**src/rtl/bcd_counter_mux7seg.sv**
```systemverilog
// N-digit BCD up/down counter with parallel load, carry/borrow strobes and a
// time-multiplexed 7-segment scan driver with leading-zero blanking.
module bcd_counter_mux7seg #(
    parameter int unsigned DIGITS         = 3,
    parameter int unsigned SCAN_DIV       = 65536,
    parameter bit          WRAP           = 1'b1,
    parameter bit          BLANK_LZ       = 1'b1,
    parameter bit          SEG_ACTIVE_LOW = 1'b0,
    parameter bit          DIG_ACTIVE_LOW = 1'b0
) (
    input  logic                  clk,
    input  logic                  rst,
    input  logic                  up_en,
    input  logic                  dn_en,
    input  logic                  load,
    input  logic [4*DIGITS-1:0]   load_val,
    output logic [4*DIGITS-1:0]   bcd,
    output logic                  carry,
    output logic                  borrow,
    output logic [6:0]            seg,
    output logic [DIGITS-1:0]     dig
);

    localparam int unsigned BW     = 4 * DIGITS;
    localparam int unsigned SCAN_W = $clog2(SCAN_DIV);
    localparam int unsigned IDX_W  = (DIGITS > 1) ? $clog2(DIGITS) : 1;

    localparam logic [BW-1:0]     ALL_NINE = {DIGITS{4'h9}};
    localparam logic [6:0]        SEG_POL  = {7{SEG_ACTIVE_LOW}};
    localparam logic [DIGITS-1:0] DIG_POL  = {DIGITS{DIG_ACTIVE_LOW}};
    localparam logic [6:0]        SEG_ZERO = 7'b0111111;
    localparam logic [DIGITS-1:0] DIG_ONE  = DIGITS'(1);

    // Active-high GFEDCBA pattern for one BCD digit.
    function automatic logic [6:0] seg_decode(input logic [3:0] d);
        logic [6:0] p;
        case (d)
            4'd0:    p = 7'b0111111;
            4'd1:    p = 7'b0000110;
            4'd2:    p = 7'b1011011;
            4'd3:    p = 7'b1001111;
            4'd4:    p = 7'b1100110;
            4'd5:    p = 7'b1101101;
            4'd6:    p = 7'b1111101;
            4'd7:    p = 7'b0000111;
            4'd8:    p = 7'b1111111;
            4'd9:    p = 7'b1101111;
            default: p = 7'b0000000;
        endcase
        return p;
    endfunction

    logic [BW-1:0] inc_val;
    logic [BW-1:0] dec_val;
    logic [BW-1:0] clamp_val;
    logic [BW-1:0] bcd_next;
    logic          inc_rip;
    logic          dec_rip;
    logic          all_nine;
    logic          all_zero;
    logic          carry_next;
    logic          borrow_next;

    // Ripple increment/decrement, limit detection and load clamping.
    always_comb begin
        inc_val   = bcd;
        dec_val   = bcd;
        clamp_val = '0;
        inc_rip   = 1'b1;
        dec_rip   = 1'b1;
        all_nine  = 1'b1;
        all_zero  = 1'b1;
        for (int i = 0; i < int'(DIGITS); i++) begin
            if (bcd[4*i +: 4] != 4'd9) all_nine = 1'b0;
            if (bcd[4*i +: 4] != 4'd0) all_zero = 1'b0;
            if (inc_rip) begin
                if (bcd[4*i +: 4] >= 4'd9) begin
                    inc_val[4*i +: 4] = 4'd0;
                end else begin
                    inc_val[4*i +: 4] = bcd[4*i +: 4] + 4'd1;
                    inc_rip = 1'b0;
                end
            end
            if (dec_rip) begin
                if (bcd[4*i +: 4] == 4'd0) begin
                    dec_val[4*i +: 4] = 4'd9;
                end else begin
                    dec_val[4*i +: 4] = bcd[4*i +: 4] - 4'd1;
                    dec_rip = 1'b0;
                end
            end
            clamp_val[4*i +: 4] = (load_val[4*i +: 4] > 4'd9) ? 4'd9 : load_val[4*i +: 4];
        end
    end

    // Priority: load, then conflicting strobes hold, then up, then down.
    always_comb begin
        bcd_next    = bcd;
        carry_next  = 1'b0;
        borrow_next = 1'b0;
        if (load) begin
            bcd_next = clamp_val;
        end else if (up_en && dn_en) begin
            bcd_next = bcd;
        end else if (up_en) begin
            if (all_nine) begin
                carry_next = 1'b1;
                bcd_next   = WRAP ? '0 : bcd;
            end else begin
                bcd_next = inc_val;
            end
        end else if (dn_en) begin
            if (all_zero) begin
                borrow_next = 1'b1;
                bcd_next    = WRAP ? ALL_NINE : bcd;
            end else begin
                bcd_next = dec_val;
            end
        end
    end

    always_ff @(posedge clk or posedge rst) begin
        if (rst) begin
            bcd    <= '0;
            carry  <= 1'b0;
            borrow <= 1'b0;
        end else begin
            bcd    <= bcd_next;
            carry  <= carry_next;
            borrow <= borrow_next;
        end
    end

    logic [SCAN_W-1:0] scan_cnt;
    logic [IDX_W-1:0]  scan_idx;
    logic              scan_tc;

    assign scan_tc = (scan_cnt == SCAN_W'(SCAN_DIV - 1));

    // Free-running dwell counter; the digit index advances at its terminal count.
    always_ff @(posedge clk or posedge rst) begin
        if (rst) begin
            scan_cnt <= '0;
            scan_idx <= '0;
        end else begin
            if (scan_tc) begin
                scan_cnt <= '0;
                if (DIGITS > 1) begin
                    scan_idx <= (scan_idx == IDX_W'(DIGITS - 1)) ? '0 : scan_idx + IDX_W'(1);
                end
            end else begin
                scan_cnt <= scan_cnt + SCAN_W'(1);
            end
        end
    end

    logic [DIGITS-1:0] zero_from;
    logic [3:0]        cur_nib;
    logic              cur_zero_from;
    logic              cur_blank;
    logic [6:0]        seg_pat;
    logic [DIGITS-1:0] dig_oh;

    // zero_from[i] is set when digits i..DIGITS-1 are all zero.
    always_comb begin
        zero_from              = '0;
        zero_from[DIGITS-1]    = (bcd[BW-1 -: 4] == 4'd0);
        for (int i = int'(DIGITS) - 2; i >= 0; i--) begin
            zero_from[i] = zero_from[i+1] && (bcd[4*i +: 4] == 4'd0);
        end
    end

    always_comb begin
        cur_nib       = 4'd0;
        cur_zero_from = 1'b0;
        for (int i = 0; i < int'(DIGITS); i++) begin
            if (scan_idx == IDX_W'(i)) begin
                cur_nib       = bcd[4*i +: 4];
                cur_zero_from = zero_from[i];
            end
        end
        cur_blank = BLANK_LZ && (scan_idx != '0) && cur_zero_from;
        seg_pat   = cur_blank ? 7'b0000000 : seg_decode(cur_nib);
        dig_oh    = DIG_ONE << scan_idx;
    end

    // seg and dig share one register stage so they always describe the same slot.
    always_ff @(posedge clk or posedge rst) begin
        if (rst) begin
            seg <= SEG_ZERO ^ SEG_POL;
            dig <= DIG_ONE ^ DIG_POL;
        end else begin
            seg <= seg_pat ^ SEG_POL;
            dig <= dig_oh ^ DIG_POL;
        end
    end

endmodule

```
**config.mk**
```make
export PLATFORM = sky130hd
export DESIGN_NAME = bcd_counter_mux7seg
export DESIGN_NICKNAME = d
export VERILOG_FILES = /design/src/rtl/bcd_counter_mux7seg.sv
export SDC_FILE = /design/constraint.sdc
export NUM_CORES = 1
export LEC_CHECK = 0
export ABC_CLOCK_PERIOD_IN_PS = 1900
export BUFFER_PORTS_ARGS = -buffer_cell sky130_fd_sc_hd__buf_4
export CORE_MARGIN = 2
export CORE_UTILIZATION = 25
export CTS_BUF_LIST = sky130_fd_sc_hd__clkbuf_2
export DETAILED_ROUTE_END_ITERATION = 8
export SYNTH_ARGS = -nofsm -noshare
export SYNTH_HDL_FRONTEND = slang
export SYNTH_SLANG_ARGS = --single-unit
```
**constraint.sdc**
```tcl
create_clock -name clk -period 1.9 [get_ports clk]
set_clock_uncertainty 0.2 [all_clocks]
set_input_delay 0.38 -clock clk [delete_from_list [all_inputs] [get_ports clk]]
set_output_delay 0.38 -clock clk [all_outputs]
set_load 0.005 [all_outputs]
```
==> run summary, run 1 <==
Outcome - finished, violations left
Fillers - 1,121
Fin area - 3690 um2
Synthesized flop and latch total - 42
Sequential area share after synthesis - 0.389
Core Area - 10,700 um2
Top sig layer - met4
Worst skew pair latency - 0.41 ns
Power per cell area - 920 nW/um2
Top cells by area, synth - dfrtp_1 (32%), ha_1 (7.4%), dfstp_2 (6.8%)
Asr flop ratio synth - 1.00
Worst r2r path cells - 7
Fmax - 514 MHz
H-tree depth - 2
Syn Std Cell Area - 2720 um2
Reg clk slew, reported paths - 0.24 ns
Synthesized area per cell - 9.48 um2
Storage cell area - 1070 um2
Share of cells above drive strength 1 - 0.434
Worst VDD drop - 0.348 mV
Largest area contributor in the netlist - dfrtp_1
Final Wtd Congestion - 0.916
Max-slew headroom - 0.731
Die Wd - 108 um
Worst Hold Depth - 3
Fin. Hold Viols - 0
Synth top area share - 0.322
DRT iter0 DRCs - 125
Ys Warns - 0
Worst slew pin tran - 0.400 ns
GR Util All Layers - 0.121
Largest net degree at the start of global routing - 43
Detailed route wirelength on metal2 - 3.42 mm
Overflow after GRT - 0
Final period util - 1.02
Syn-to-layout area delta - 35.8%
Drt pass-1 iters - 4
Final setup TNS - -0.238 ns
Die height - 108 um
Synth Flop Type - dfrtp_1
Data required time of the critical path - 2.05 ns
Final setup viols - 10
# nets final - 405
Antenna-violating nets left - 0
WP data arrival - 2.10 ns
Cell Rows - 38
RSZ-0062 raised after global routing - yes
DP Wirelength - 5.24 mm
Clock sink total - 42
Cell variety after synth - 63
Area of the die - 11,700 um2
Number of synthesized flops with an enable pin - 0
Initial antenna violation count - 0
Via/cell ratio - 4.73
Lkg Pwr - 0.00161 uW
IO Pins - 41
FF-to-FF setup slack - -0.05 ns
Mapped Nets - 320
Max-slew violation count - 0
Worst Setup Path Type - reg2reg
Routed vias - 2,425
Min-Delay Path Class - in2reg
Endpoint class of the critical path - flip-flop
Met1 WL - 3.12 mm
Root Buffer - clkbuf_2
CTS Buffer Depth - 2
Multi-input combinational cell area - 1640 um2
Final min period - 1.95 ns
Number of global-route vias before repair - 2,441
Crit path max fanout - 4
Global-route wire length before repair - 11.4 mm
ANT cells - 0
Wire per inst - 13.6 um
Routed met3 length - 336 um
Worst hold start - load_val[0]
Placement Cell Area - 3450 um2
Num CTS Buffers - 5
WHS Endpoint - bcd[0]
Critical path launch point type - flip-flop
Effective utilization at floorplan - 0.253
RR Endpoint - bcd[2]
Post-layout power - 3400 uW
CTS tree - built
FF-to-FF Start - bcd[0]
Worst setup margin - -0.0452 ns
WL final - 6.97 mm
Residual DRC - 0
IO Port Bufs - 40
Cells after Synth - 287
Violated checks - negative setup slack
Number of max-cap violations - 0
-- per-stage QoR --
step	setup WS [ns]	hold WS (ns)	cells	util
2_1_floorplan	-0.0263	0.245	287	-
3_3_place_gp	0.0148	0.262	493	0.321
3_5_place_dp	-0.0346	0.265	493	0.321
4_1_cts	-0.0612	0.00874	506	0.331
5_1_grt	-0.146	0.0514	513	0.344
6_report	-0.0452	0.0646	513	0.344
-- what timing repair did --
action,CTS,global route
endpoints found under the setup margin,13,26
pin swaps,4,10
gates resized for setup,6,24
hold buffers,1,0
endpoints found under the hold margin,35,0
buffers inserted,4,7
-- critical path, cell delays in order, from the launching register on --
cell and delay (ns):
dfrtp_2 0.49, inv_2 0.08, ha_4 0.13, or3b_4 0.38
a21oi_4 0.22, buf_4 0.17, a222oi_1 0.06, o22ai_1 0.16
-- layer usage --
layer	up-vias	global-route usage
met4	0	0.0330
met3	8	0.0217
met5	-	0
met1	1170	0.162
li1	1180	-
met2	67	0.202
-- worst max-delay path by stage --
| stage | from | to | slack (ns) | cells after the start |
|---|---|---|---|---|
| floorplan | scan_cnt[0] | scan_idx[0] | -0.03 | 7 |
| CTS | bcd[1] | bcd[2] | -0.06 | 7 |
| finish | bcd[0] | bcd[2] | -0.05 | 7 |
| global route | bcd[1] | bcd[7] | -0.15 | 7 |
| detailed placement | bcd[0] | bcd[7] | -0.03 | 7 |
| global placement | scan_idx[1] | seg[4] | 0.01 | 8 |
-- kinds of logic (layout without fill, tap and decap cells) --
kind of cell	after synthesis	in the layout	share of synthesized area
xor+xnor	15	15	0.0483
simple gates	102	102	0.209
compound gates	74	74	0.189
flops	42	42	0.389
buf+inv	31	117	0.0616
fa+ha+maj	16	16	0.0736
mux	7	7	0.0294
-- cell usage in the layout, fill, tap and decap left out, types with 3 or more instances in the layout --
cell type / Yosys / routed
xor2_1: 7 / 7
o21bai_1: 3 / 3
nand3_1: 12 / 12
o21a_1: 3 / 3
nor3_1: 9 / 9
nand2_1: 23 / 22
ha_4: 0 / 3
ha_2: 0 / 3
a21oi_1: 17 / 14
o21ai_0: 18 / 15
inv_2: 0 / 8
inv_1: 17 / 9
nand3b_1: 3 / 3
o22ai_1: 3 / 3
a21oi_2: 2 / 4
xnor2_1: 8 / 8
ha_1: 16 / 10
mux2i_1: 5 / 3
dfrtp_2: 0 / 5
a211oi_2: 1 / 3
nor2_1: 25 / 24
buf_4: 3 / 89
clkbuf_2: 0 / 6
dfstp_2: 7 / 7
nor2b_1: 5 / 4
dfrtp_1: 35 / 30
-- flip-flops by register name, summed over array words and instances, names as in the netlist --
name and flops:
bcd 12, borrow 1, carry 1, dig 3
scan_cnt 16, scan_idx 2, seg 7
-- area by class of cell --
| cell class | instances | share of cell area |
|---|---|---|
| multi-input cells | 214 | 0.443 |
| flip-flops and latches | 42 | 0.289 |
| clock inverters | 2 | 0.00373 |
| inverters | 17 | 0.0173 |
| repair buffers | 92 | 0.192 |
| clock buffers | 6 | 0.00813 |
| well taps | 140 | 0.0474 |
-- power breakdown --
group	switching [uW]	total (uW)	leakage (uW)	internal (uW)
clock network	307	404	0.0000330	97.2
registers	134	1210	0.000519	1080
logic	867	1780	0.00106	915
-- cell usage after synthesis (3+ instances only) --
| cell | n |
|---|---|
| dfrtp_1 | 35 |
| xor2_1 | 7 |
| nand3b_1 | 3 |
| dfstp_2 | 7 |
| nor2_1 | 25 |
| a21oi_1 | 17 |
| buf_6 | 3 |
| nand2_1 | 23 |
| buf_4 | 3 |
| buf_2 | 6 |
| o21a_1 | 3 |
| and3_1 | 3 |
| ha_1 | 16 |
| nor2b_1 | 5 |
| o2bb2ai_1 | 3 |
| o21bai_1 | 3 |
| mux2i_1 | 5 |
| inv_1 | 17 |
| xnor2_1 | 8 |
| o21ai_0 | 18 |
| nor3_1 | 9 |
| nand3_1 | 12 |
| o22ai_1 | 3 |
| a211oi_1 | 4 |
No activity file was read; power rests on OpenSTA's default activity.
==> inputs of run 2 (changes only) <==
Settings changed: SETUP_SLACK_MARGIN set to 0.5.
==> run 2 against run 1 <==
Compared with the run above:
- final area grew 19%
- the run still ends with negative setup slack left
- utilization rose by 6.5 points
- power increased by 25%
- critical endpoint is now bcd[9]
- cell count rose by 6.6%
- register-to-register slack got worse by 0.13 ns
- via count rose by 6.0%
- sequential power up 4%
- combinational power is 37% higher
- global-route usage rose by 1.2 points
- first-iteration DRC count up 23%
==> run summary, run 2 (synthesized netlist as in run 1, its figures left out) <==
Outcome - finished, violations left (unchanged)
Violated checks - negative setup slack (unchanged)
Biggest regs - scan_cnt: 16 flops, bcd: 12 flops, seg: 7 flops (unchanged)
Area of the die - 11,700 um2 (unchanged)
Min-Delay Path Class - in2reg (unchanged)
Core Area - 10,700 um2 (unchanged)
Syn-to-layout area delta - 61.3% (was 35.8%)
H-tree depth - 2 (unchanged)
Overflow after GRT - 0 (unchanged)
DP Wirelength - 5.09 mm (was 5.24 mm)
Endpoint class of the critical path - flip-flop (unchanged)
Worst Setup Path Type - reg2reg (unchanged)
RSZ-0062 raised after global routing - yes (unchanged)
GR Util All Layers - 0.134 (was 0.121)
WP data arrival - 2.18 ns (was 2.10 ns)
Fin cells - 547 (was 513)
Worst-path cell chain - inv_2, ha_4, nor3b_4, nand3_2, a211o_4, a211oi_2, a21oi_1 (was inv_2, ha_4, or3b_4, a21oi_4, buf_4, a222oi_1, o22ai_1)
Reg clk slew, reported paths - 0.26 ns (was 0.24 ns)
Worst setup margin - -0.173 ns (was -0.0452 ns)
Final setup viols - 17 (was 10)
Worst Setup SP - bcd[4] (was bcd[0])
CTS Buffer Depth - 2 (unchanged)
Share of cells above drive strength 1 - 0.553 (was 0.434)
Num CTS Buffers - 5 (unchanged)
Lkg Pwr - 0.00187 uW (was 0.00161 uW)
Critical path destination - bcd[9] (was bcd[2])
RR Endpoint - bcd[9] (was bcd[2])
Critical path launch point type - flip-flop (unchanged)
Fin. Hold Viols - 0 (unchanged)
Final setup TNS - -1.36 ns (was -0.238 ns)
Residual DRC - 0 (unchanged)
Worst hold start - load_val[0] (unchanged)
Max reg flops - 16 (unchanged)
Sequential group share of total power - 0.297 (was 0.357)
ANT cells - 0 (unchanged)
Wire per inst - 14.2 um (was 13.6 um)
Fmax - 482 MHz (was 514 MHz)
Sw Share - 0.364 (was 0.385)
CTS tree - built (unchanged)
Final Wtd Congestion - 0.828 (was 0.916)
IO Port Bufs - 40 (unchanged)
WL final - 7.79 mm (was 6.97 mm)
Worst r2r path cells - 7 (unchanged)
Initial antenna violation count - 0 (unchanged)
Die Wd - 108 um (unchanged)
Slowest CP cell - dfrtp_2 (unchanged)
Root Buffer - clkbuf_2 (unchanged)
Crit path max fanout - 8 (was 4)
Worst skew pair latency - 0.42 ns (was 0.41 ns)
FF-to-FF setup slack - -0.17 ns (was -0.05 ns)
Switching pwr - 1540 uW (was 1310 uW)
# nets final - 439 (was 405)
Routed vias - 2,570 (was 2,425)
Final period util - 1.09 (was 1.02)
Drt pass-1 iters - 4 (unchanged)
FF-to-FF Start - bcd[4] (was bcd[0])
Power share of the clock group - 0.129 (was 0.119)
Max stage delay on crit path - 0.50 ns (was 0.49 ns)
Worst slew pin tran - 0.423 ns (was 0.400 ns)
Die height - 108 um (unchanged)
Clock sink total - 42 (unchanged)
Number of max-cap violations - 0 (unchanged)
Cell Int Power - 2690 uW (was 2090 uW)
Cell count along the critical path - 7 (unchanged)
Global-route wire length before repair - 12.4 mm (was 11.4 mm)
Largest Register - scan_cnt (unchanged)
Dpl cells - 490 (was 493)
Data required time of the critical path - 2.01 ns (was 2.05 ns)
Antenna-violating nets left - 0 (unchanged)
Max-slew headroom - 0.718 (was 0.731)
Effective utilization at floorplan - 0.253 (unchanged)
Worst VDD drop - 0.487 mV (was 0.348 mV)
Power per cell area - 965 nW/um2 (was 920 nW/um2)
Cell Rows - 38 (unchanged)
Logic pwr share - 0.575 (was 0.524)
Max-slew violation count - 0 (unchanged)
DRT iter0 DRCs - 154 (was 125)
Most frequent cells in the layout - buf_4 (74), buf_6 (48), dfrtp_1 (26) (was buf_4 (89), dfrtp_1 (30), nor2_1 (24))
IO Pins - 41 (unchanged)
Number of global-route vias before repair - 2,527 (was 2,441)
Final min period - 2.07 ns (was 1.95 ns)
Most common cell after layout, fill and taps aside - buf_4 (unchanged)
Delay-heaviest family, CP - compound AO/OA/AOI/OAI gates (was flip-flops)
Largest net degree at the start of global routing - 20 (was 43)
CP Buf/Inv Count - 1 (was 2)
Via/cell ratio - 4.70 (was 4.73)
[run 2: changes by cell type in the layout (fill, tap and decap cells not counted), sizes merged]
cell      previous run  this run
buf                 91       125
clkinvlp             0         3
clkinv               2         0
inv                 17        15
bufinv               0         1
[run 2: metrics by stage]
stage	util	setup slack, ns	instance area (um2)	total power [uW]	hold slack (ns)
finish	0.408	-0.173	4390	4240	0.0199
global route	0.408	-0.257	4390	4510	0.0460
CTS	0.389	-0.0802	4190	4120	0.0425
detailed placement	0.326	-0.0699	3510	2860	0.214
global placement	0.326	-0.0149	3510	2840	0.206
floorplan	-	-0.0194	2880	2210	0.169
[run 2: layer usage]
layer	routed length, um	vias to the layer above	GRT usage
li1	-	1249	-
met1	3350	1239	0.172
met2	3940	72	0.230
met3	395	10	0.0229
met4	104	0	0.0375
met5	0	-	0
[run 2: power by group through the flow]
stage                     logic, uW  registers, uW  clock network [uW]
after global routing           2640           1280                 601
after global placement         1600           1250                   0
after floorplan                 925           1290                   0
after detailed placement       1610           1250                   0
after CTS                      2320           1240                 557
final                          2430           1260                 545
[run 2: how the worst min path moves through the flow]
stage                     endpoint  cells after the start
after global routing        bcd[0]                      3
after detailed placement    seg[6]                      2
final                       bcd[0]                      3
after global placement      seg[6]                      2
after floorplan            bcd[10]                      1
after CTS                   bcd[0]                      3
[run 2: worst reg2reg max path, cell delays in order (launching register included)]
cell and delay [ns]:
dfrtp_2 0.50, inv_2 0.10, ha_4 0.14, nor3b_4 0.24, nand3_2 0.14, a211o_4 0.39, a211oi_2 0.19, a21oi_1 0.07
[run 2: timing repair]
action	CTS	global route
hold endpoints to repair	10	0
pin swaps	23	10
setup buffers	38	10
hold buffers	1	0
endpoints found under the setup margin	60	60
gates resized for setup	81	30
[run 2: cell type report]
class / instances / area [um2]
sequential: 42 / 1070
tap: 140 / 175
fill: 1041 / 6360
clock inverter: 2 / 37.5
timing repair buffer: 126 / 1160
clock buffer: 6 / 30.0
inverter: 17 / 73.8
multi-input combinational: 214 / 1840
